`src/rtl/chip_if_pkg.sv`:
```
// rtl/chip_if_pkg.sv - shared widths, state encoding and bank sizing for the chip link receiver
package chip_if_pkg;

  localparam int ADDR_W_DEF     = 3;
  localparam int DATA_W_DEF     = 8;
  localparam int FRAME_BITS_DEF = ADDR_W_DEF + DATA_W_DEF;

  typedef enum logic [1:0] {
    HOLD  = 2'd0,
    IDLE  = 2'd1,
    SHIFT = 2'd2
  } rx_state_t;

  function automatic int bank_depth(input int addr_w);
    return 1 << addr_w;
  endfunction

endpackage

```
`src/rtl/sync_edge_det.sv`:
```
// rtl/sync_edge_det.sv - two-flop synchroniser with optional rising-edge detect
module sync_edge_det #(
  parameter bit HAS_RISE = 1'b0
) (
  input  logic clk,
  input  logic rst,
  input  logic din,
  output logic sync,
  output logic rise
);

  logic s1;
  logic s2;

  always_ff @(posedge clk) begin
    if (rst) begin
      s1 <= 1'b0;
      s2 <= 1'b0;
    end else begin
      s1 <= din;
      s2 <= s1;
    end
  end

  assign sync = s2;

  generate
    if (HAS_RISE) begin : g_rise
      logic s3;
      always_ff @(posedge clk) begin
        if (rst) s3 <= 1'b0;
        else     s3 <= s2;
      end
      assign rise = s2 & ~s3;
    end else begin : g_no_rise
      assign rise = 1'b0;
    end
  endgenerate

endmodule

```
`src/rtl/chip_serial_rx.sv`:
```
// rtl/chip_serial_rx.sv - oversampling receiver for {address, level} frames on the chip config link
module chip_serial_rx
  import chip_if_pkg::*;
#(
  parameter int ADDR_W  = ADDR_W_DEF,
  parameter int DATA_W  = DATA_W_DEF,
  parameter int TIMEOUT = 1024,
  parameter int CNT_W   = 16
) (
  input  logic              clk,
  input  logic              rst,
  input  logic              chip_rst,
  input  logic              chip_clk,
  input  logic              chip_data_in,
  input  logic [ADDR_W-1:0] rd_addr,
  output logic [DATA_W-1:0] rd_level,
  output logic              rx_valid,
  output logic [ADDR_W-1:0] rx_addr,
  output logic [DATA_W-1:0] rx_level,
  output logic              busy,
  output logic [CNT_W-1:0]  frame_count,
  output logic [CNT_W-1:0]  err_count
);

  localparam int FRAME_BITS = ADDR_W + DATA_W;
  localparam int DEPTH      = bank_depth(ADDR_W);
  localparam int BCW        = $clog2(FRAME_BITS + 1);
  localparam int ICW        = $clog2(TIMEOUT + 1);
  localparam logic [BCW-1:0] LAST_BIT   = BCW'(FRAME_BITS - 1);
  localparam logic [ICW-1:0] IDLE_LIMIT = ICW'(TIMEOUT - 1);

  logic link_rise;
  logic link_data;
  logic link_rst;
  logic clk_sync_unused;
  logic data_rise_unused;
  logic rst_rise_unused;

  sync_edge_det #(.HAS_RISE(1'b1)) u_sync_clk (
    .clk (clk), .rst (rst), .din (chip_clk), .sync (clk_sync_unused), .rise (link_rise)
  );
  sync_edge_det #(.HAS_RISE(1'b0)) u_sync_data (
    .clk (clk), .rst (rst), .din (chip_data_in), .sync (link_data), .rise (data_rise_unused)
  );
  sync_edge_det #(.HAS_RISE(1'b0)) u_sync_rst (
    .clk (clk), .rst (rst), .din (chip_rst), .sync (link_rst), .rise (rst_rise_unused)
  );

  rx_state_t             state, state_next;
  logic [FRAME_BITS-1:0] shift, shift_next;
  logic [BCW-1:0]        bit_cnt, bit_cnt_next;
  logic [ICW-1:0]        idle_cnt, idle_next;
  logic                  commit;
  logic                  err_inc;
  logic [DATA_W-1:0]     bank [DEPTH];

  wire [ADDR_W-1:0] frame_addr  = shift_next[FRAME_BITS-1:DATA_W];
  wire [DATA_W-1:0] frame_level = shift_next[DATA_W-1:0];

  // Link reset overrides everything; a frame in flight when it arrives is an error,
  // including one whose final bit lands in the same cycle.
  always_comb begin
    state_next   = state;
    shift_next   = shift;
    bit_cnt_next = bit_cnt;
    idle_next    = '0;
    commit       = 1'b0;
    err_inc      = 1'b0;
    if (link_rst) begin
      state_next   = HOLD;
      shift_next   = '0;
      bit_cnt_next = '0;
      err_inc      = (state == SHIFT);
    end else begin
      case (state)
        HOLD: state_next = IDLE;
        IDLE: begin
          if (link_rise) begin
            shift_next   = {{(FRAME_BITS-1){1'b0}}, link_data};
            bit_cnt_next = BCW'(1);
            state_next   = SHIFT;
          end
        end
        SHIFT: begin
          if (idle_cnt == IDLE_LIMIT) begin
            state_next   = IDLE;
            shift_next   = '0;
            bit_cnt_next = '0;
            err_inc      = 1'b1;
          end else if (link_rise) begin
            shift_next   = {shift[FRAME_BITS-2:0], link_data};
            bit_cnt_next = bit_cnt + 1'b1;
            if (bit_cnt == LAST_BIT) begin
              commit       = 1'b1;
              bit_cnt_next = '0;
              state_next   = IDLE;
            end
          end else begin
            idle_next = idle_cnt + 1'b1;
          end
        end
        default: state_next = IDLE;
      endcase
    end
  end

  always_ff @(posedge clk) begin
    if (rst) begin
      state       <= IDLE;
      shift       <= '0;
      bit_cnt     <= '0;
      idle_cnt    <= '0;
      rx_valid    <= 1'b0;
      rx_addr     <= '0;
      rx_level    <= '0;
      rd_level    <= '0;
      frame_count <= '0;
      err_count   <= '0;
      for (int i = 0; i < DEPTH; i++) bank[i] <= '0;
    end else begin
      state    <= state_next;
      shift    <= shift_next;
      bit_cnt  <= bit_cnt_next;
      idle_cnt <= idle_next;
      rx_valid <= commit;
      rd_level <= bank[rd_addr];
      if (commit) begin
        rx_addr          <= frame_addr;
        rx_level         <= frame_level;
        bank[frame_addr] <= frame_level;
        if (frame_count != '1) frame_count <= frame_count + 1'b1;
      end
      if (err_inc && err_count != '1) err_count <= err_count + 1'b1;
    end
  end

  assign busy = (state == SHIFT);

endmodule

```
`config.mk`:
```
export PLATFORM = sky130hd
export DESIGN_NAME = chip_serial_rx
export DESIGN_NICKNAME = d
export VERILOG_FILES = /design/src/rtl/chip_if_pkg.sv /design/src/rtl/sync_edge_det.sv /design/src/rtl/chip_serial_rx.sv
export SDC_FILE = /design/constraint.sdc
export NUM_CORES = 1
export LEC_CHECK = 0
export ABC_AREA = 1
export BUFFER_PORTS_ARGS = -buffer_cell sky130_fd_sc_hd__buf_2
export CELL_PAD_IN_SITES_DETAIL_PLACEMENT = 0
export CELL_PAD_IN_SITES_GLOBAL_PLACEMENT = 1
export CORE_ASPECT_RATIO = 1.1
export CORE_MARGIN = 2
export CORE_UTILIZATION = 41
export CTS_CLUSTER_SIZE = 30
export DETAILED_ROUTE_END_ITERATION = 8
export GPL_ROUTABILITY_DRIVEN = 0
export MAX_ROUTING_LAYER = met4
export PLACE_DENSITY_LB_ADDON = 0.1
export SYNTH_ARGS = -nofsm -noshare
export SYNTH_HDL_FRONTEND = slang
export SYNTH_SLANG_ARGS = --single-unit
```
`constraint.sdc`:
```
create_clock -name clk -period 2.6 [get_ports clk]
set_input_delay 0 -clock clk [delete_from_list [all_inputs] [get_ports clk]]
set_output_delay 0 -clock clk [all_outputs]
set_load 0.005 [all_outputs]
```
Word level (Yosys, flattened, before mapping)
Memories as Yosys holds them, arrays and structs flattened. A register that Yosys moved wholly into a read port is not among the register bits. Index checks and enable logic that the tools add are counted.

$add $sub $neg: 4. Eq/ne operators: 12. Mux-type cells: 32. Bitwise logic cells: 3. Reductions and logical operators: 9.

Operator list (number): $mux 11 (4); $add 16x1->16 const B (2); $ne 16x16->1 const B (2); $pmux 11 s2 (1); $mux 4 (4); $mux 1 (15); $add 11x1->11 const B (1); $eq 11x10->1 const B (1); $reduce_and 3->1 (3); $mux 2 (4); $mux 8 (1); $ne 4x1->1 const B (2); $pmux 4 s2 (1); $reduce_or 8->1 (1); $ne 3x1->1 const B (2); $reduce_or 5->1 (1); $add 4x1->4 const B (1); $eq 4x4->1 const B (1); $pmux 2 s2 (1); $mux 3 (1); $ne 3x2->1 const B (1); $eq 2x1->1 const B (1); $eq 2x2->1 const B (1); $ne 2x2->1 const B (1); 6 further kinds (7).

Bits in registers: 79. Memory bits (writable): 64. Input bits: 8. Word-level logic and storage cells: 78. Memories: 1.

Memory list: bank (words 8, bits a word 8, rd ports 1, clocked after Yosys merged registers in 1, wr ports 8, line chip_serial_rx.sv:55) `logic [DATA_W-1:0] bank [DEPTH];`.

Logic depth before layout (Yosys ltp)
Depth after elaboration: 11. Depth in mapped cells: 11. Mapped depth without buffers: 11.

Modules after synthesis
A second synthesis with hierarchy kept.

Cells, all modules: 830. Area total of the unflattened synthesis: 7143.1 um^2.

By module, submodules not included: chip_serial_rx (times used 1, cells an instance 804, area an instance 6924.1 um^2, seq. area each 3523.4 um^2); sync_edge_det at u_sync_data ... (times used 2, cells an instance 8, area an instance 66.3 um^2, seq. area each 40.0 um^2); sync_edge_det at u_sync_clk (times used 1, cells an instance 10, area an instance 86.3 um^2, seq. area each 60.1 um^2).

Least setup slack after synthesis
OpenSTA, ideal clock, no wires.

Path kind: flip-flop to flip-flop. Start point: reg state[0]. End point: mem bank[4][0] (netlist bit) (enable). Library setup time: 0.384 ns. Arrival: 2.052 ns. Data required time: 2.216 ns. Path slack: 0.164 ns. Stages on the path, launching flop included: 10. Buffers on the path: 0. Clock period less this slack: 2.436 ns. Cell sequence: dfxtp_1 > inv_1 > ha_1 > inv_2 > nand3_4 > nand2_1 > nand2_1 > nor2_4 > nand3_2 > o21ai_0.

RTL lines: start: declaration (line chip_serial_rx.sv:49) `rx_state_t state, state_next;`; start signal: assignment (line chip_serial_rx.sv:121) `state <= state_next;`; end: declaration (line chip_serial_rx.sv:55).

==> metrics <==
outcome finished clean; final core occ 0.490; CTS tree built; CTS Sinks 151; Detail Route Antenna Nets 0; Setup Skew 0.0103 ns; XOR/XNOR share of the synthesized area 0.0257; DIE HEIGHT 142 um; CP Data Required Time 2.73 ns; Placed Area 0.00769 mm2; Netlist Area Pre-Place 0.00715 mm2; grt ovf 0; Core Area 0.0171 mm2; sequential share of the synthesized area 0.513; layout cells sized above 1 0.187; most common cell after layout, fill and taps aside nor2_1; die area 0.0185 mm2; Distinct cells, synth 33; synthesized area per cell 8.51 um2; Worst Path Arrival 2.50 ns; Total GRT Usage 0.201; DRT iter0 DRCs 390; Syn Inst Count 840; DPL Wire Length 12.2 mm; static leakage 3.14 nW; crit path launch state[0]$_SDFFE_PP1P_; initial antenna violation count 0; critical path capture point type register; Compound-Gate Fraction of Synth Area 0.101; clock buffer depth 2; vias per inst 4.88; worst vdd ir 0.451 mV; RSZ-0062 raised after global routing no; vias 5639; commonest cells after routing, fill and taps aside nor2_1, nand2_1, dfxtp_1; H-Tree Depth 4; Tmin final 2.37 ns; first-pass GRT wire length 28.1 mm; number of buffers added on ports 60; HP Start rd_addr[2]; nets 924; clk_lat worst skew 0.42 ns; synth warn 0; Routed WL 17.1 mm; CP Launch Type register; part of the cycle the worst path needs 0.911; n_diodes 0; largest net degree at the start of global routing 33; vias in the first global route 5509; PD cells 649 mW/mm2; I/O pin count 61; hold crit path type primary input to register; Synth Area in Adders 0.0123; Design Area, Final 0.00837 mm2; final hold slack 0.0249 ns; Die W 130 um; Final Total Pwr 0.00543 W; Initial Utilization 0.418; syn nets 855; Setup Crit Path Kind register to register; final setup fails 0; CTS root buf clkbuf_16; cts bufs inserted 17; postcts setup bufs 0; drt pass-1 iters 7; max-cap viol count 0; Worst Path Max Fanout 16; Worst Tran Pin Value 0.472 ns; fillers 1608; P&R area growth vs syn 17.1%; Slew headroom 0.684; final total negative setup slack 0 ns; main combinational cell family by area after synthesis simple AND/OR/NAND/NOR gates; Simple-Gate Fraction of Synth Area 0.286; Yosys reg bits 151; post-synthesis mux area share 0; DRC 0; Slew Limit Fails 0; row cnt 50; Final Hold Viols 0; r2r startpoint state[0]$_SDFFE_PP1P_; wire length per cell 14.8 um; clock slew at reported path FFs 0.06 ns; Max Clock Freq 422 MHz
==> report_power, final <==
group          internal, W  switching, W  total (W)
Clock              0.00154      0.000988    0.00253
Sequential         0.00253     0.0000211    0.00255
Combinational     0.000101      0.000254   0.000355
Total              0.00417       0.00126    0.00543
==> critical path, cell delays in order (launching register included) <==
cell     delay (ns)
dfxtp_1        0.33
inv_1          0.07
ha_1           0.30
inv_2          0.13
nand3_4        0.19
nand2_1        0.11
nand2_1        0.06
a21oi_2        0.24
nand3_4        0.23
o21ai_0        0.23
buf_4          0.19
==> worst paths after layout <==
path | endpoint | slack (ns) | depth (start not counted)
setup / recovery | bank[5][0]$_SDFFCE_PN0P_ | 0.23 | 10
hold / removal | rd_level[4]$_SDFF_PP0_ | 0.02 | 3
setup reg to reg | bank[5][0]$_SDFFCE_PN0P_ | 0.23 | 10
hold reg to reg | u_sync_data.sync$_SDFF_PP0_ | 0.40 | 2
==> registers in the layout (all words and copies together) (netlist names), 4 cells and up <==
| name | cells |
|---|---|
| shift | 11 |
| rd_level | 8 |
| err_count | 16 |
| idle_cnt | 11 |
| rx_level | 8 |
| frame_count | 16 |
| bank | 64 |
| bit_cnt | 4 |
==> layout make-up <==
| cell class | instances | area, um2 | share of cell area |
|---|---|---|---|
| clock buffer | 18 | 439 | 0.0525 |
| multi-input combinational | 588 | 3040 | 0.363 |
| tap | 234 | 293 | 0.0350 |
| timing repair buffer | 88 | 528 | 0.0631 |
| clock inverter | 14 | 173 | 0.0206 |
| inverter | 63 | 236 | 0.0283 |
| sequential | 151 | 3660 | 0.438 |
==> through the flow <==
stage | cells | worst slack, ns
after floorplan | 840 | 0.164
after global placement | 1117 | 0.246
after detailed placement | 1117 | 0.169
after CTS | 1156 | 0.165
after global routing | 1156 | 0.0236
final | 1156 | 0.231
==> repair_timing <==
action	4_1_cts	5_1_grt
hold buffers	7	0
resized for setup	0	2
endpoints found under the hold margin	11	0
endpoints found under the setup margin	0	16
==> cell usage after synthesis <==
cell type	count	area (um2)
a21oi_1	51	255
a21oi_2	1	8.76
a31oi_1	9	56.3
buf_2	4	20.0
buf_4	5	37.5
buf_6	6	67.6
clkbuf_1	23	86.3
dfxtp_1	87	1740
edfxtp_1	64	1920
ha_1	7	87.6
inv_1	60	225
inv_2	3	11.3
nand2_1	139	522
nand2_2	9	56.3
nand2_4	3	33.8
nand3_1	40	200
nand3_2	3	30.0
nand3_4	6	105
nand4_1	5	31.3
nor2_1	152	571
nor2_2	4	25.0
nor2_4	5	56.3
nor2_8	1	20.0
nor3_1	30	150
nor3_2	23	230
nor3b_1	1	7.51
o21a_1	1	7.51
o21ai_0	70	350
o21ai_1	5	25.0
o21ai_4	1	16.3
or2_2	1	6.26
xnor2_1	10	87.6
xor2_1	11	96.3
==> per-layer routing <==
layer / vias up / track usage / part of all wire
met1: 2600 / 0.254 / 0.46
li1: 2924 / - / -
met2: 101 / 0.331 / 0.50
met4: 0 / 0.0634 / 0.0097
met3: 14 / 0.0346 / 0.030
met5: - / - / 0
==> cell families (layout without fill, tap and decap cells) <==
family          Yosys count  in the layout
xor+xnor                 21             21
simple gates            422            422
flops                   151            151
compound gates          138            138
fa+ha+maj                 7              7
buf+inv                 101            183
(Power assumes the default switching activity.)
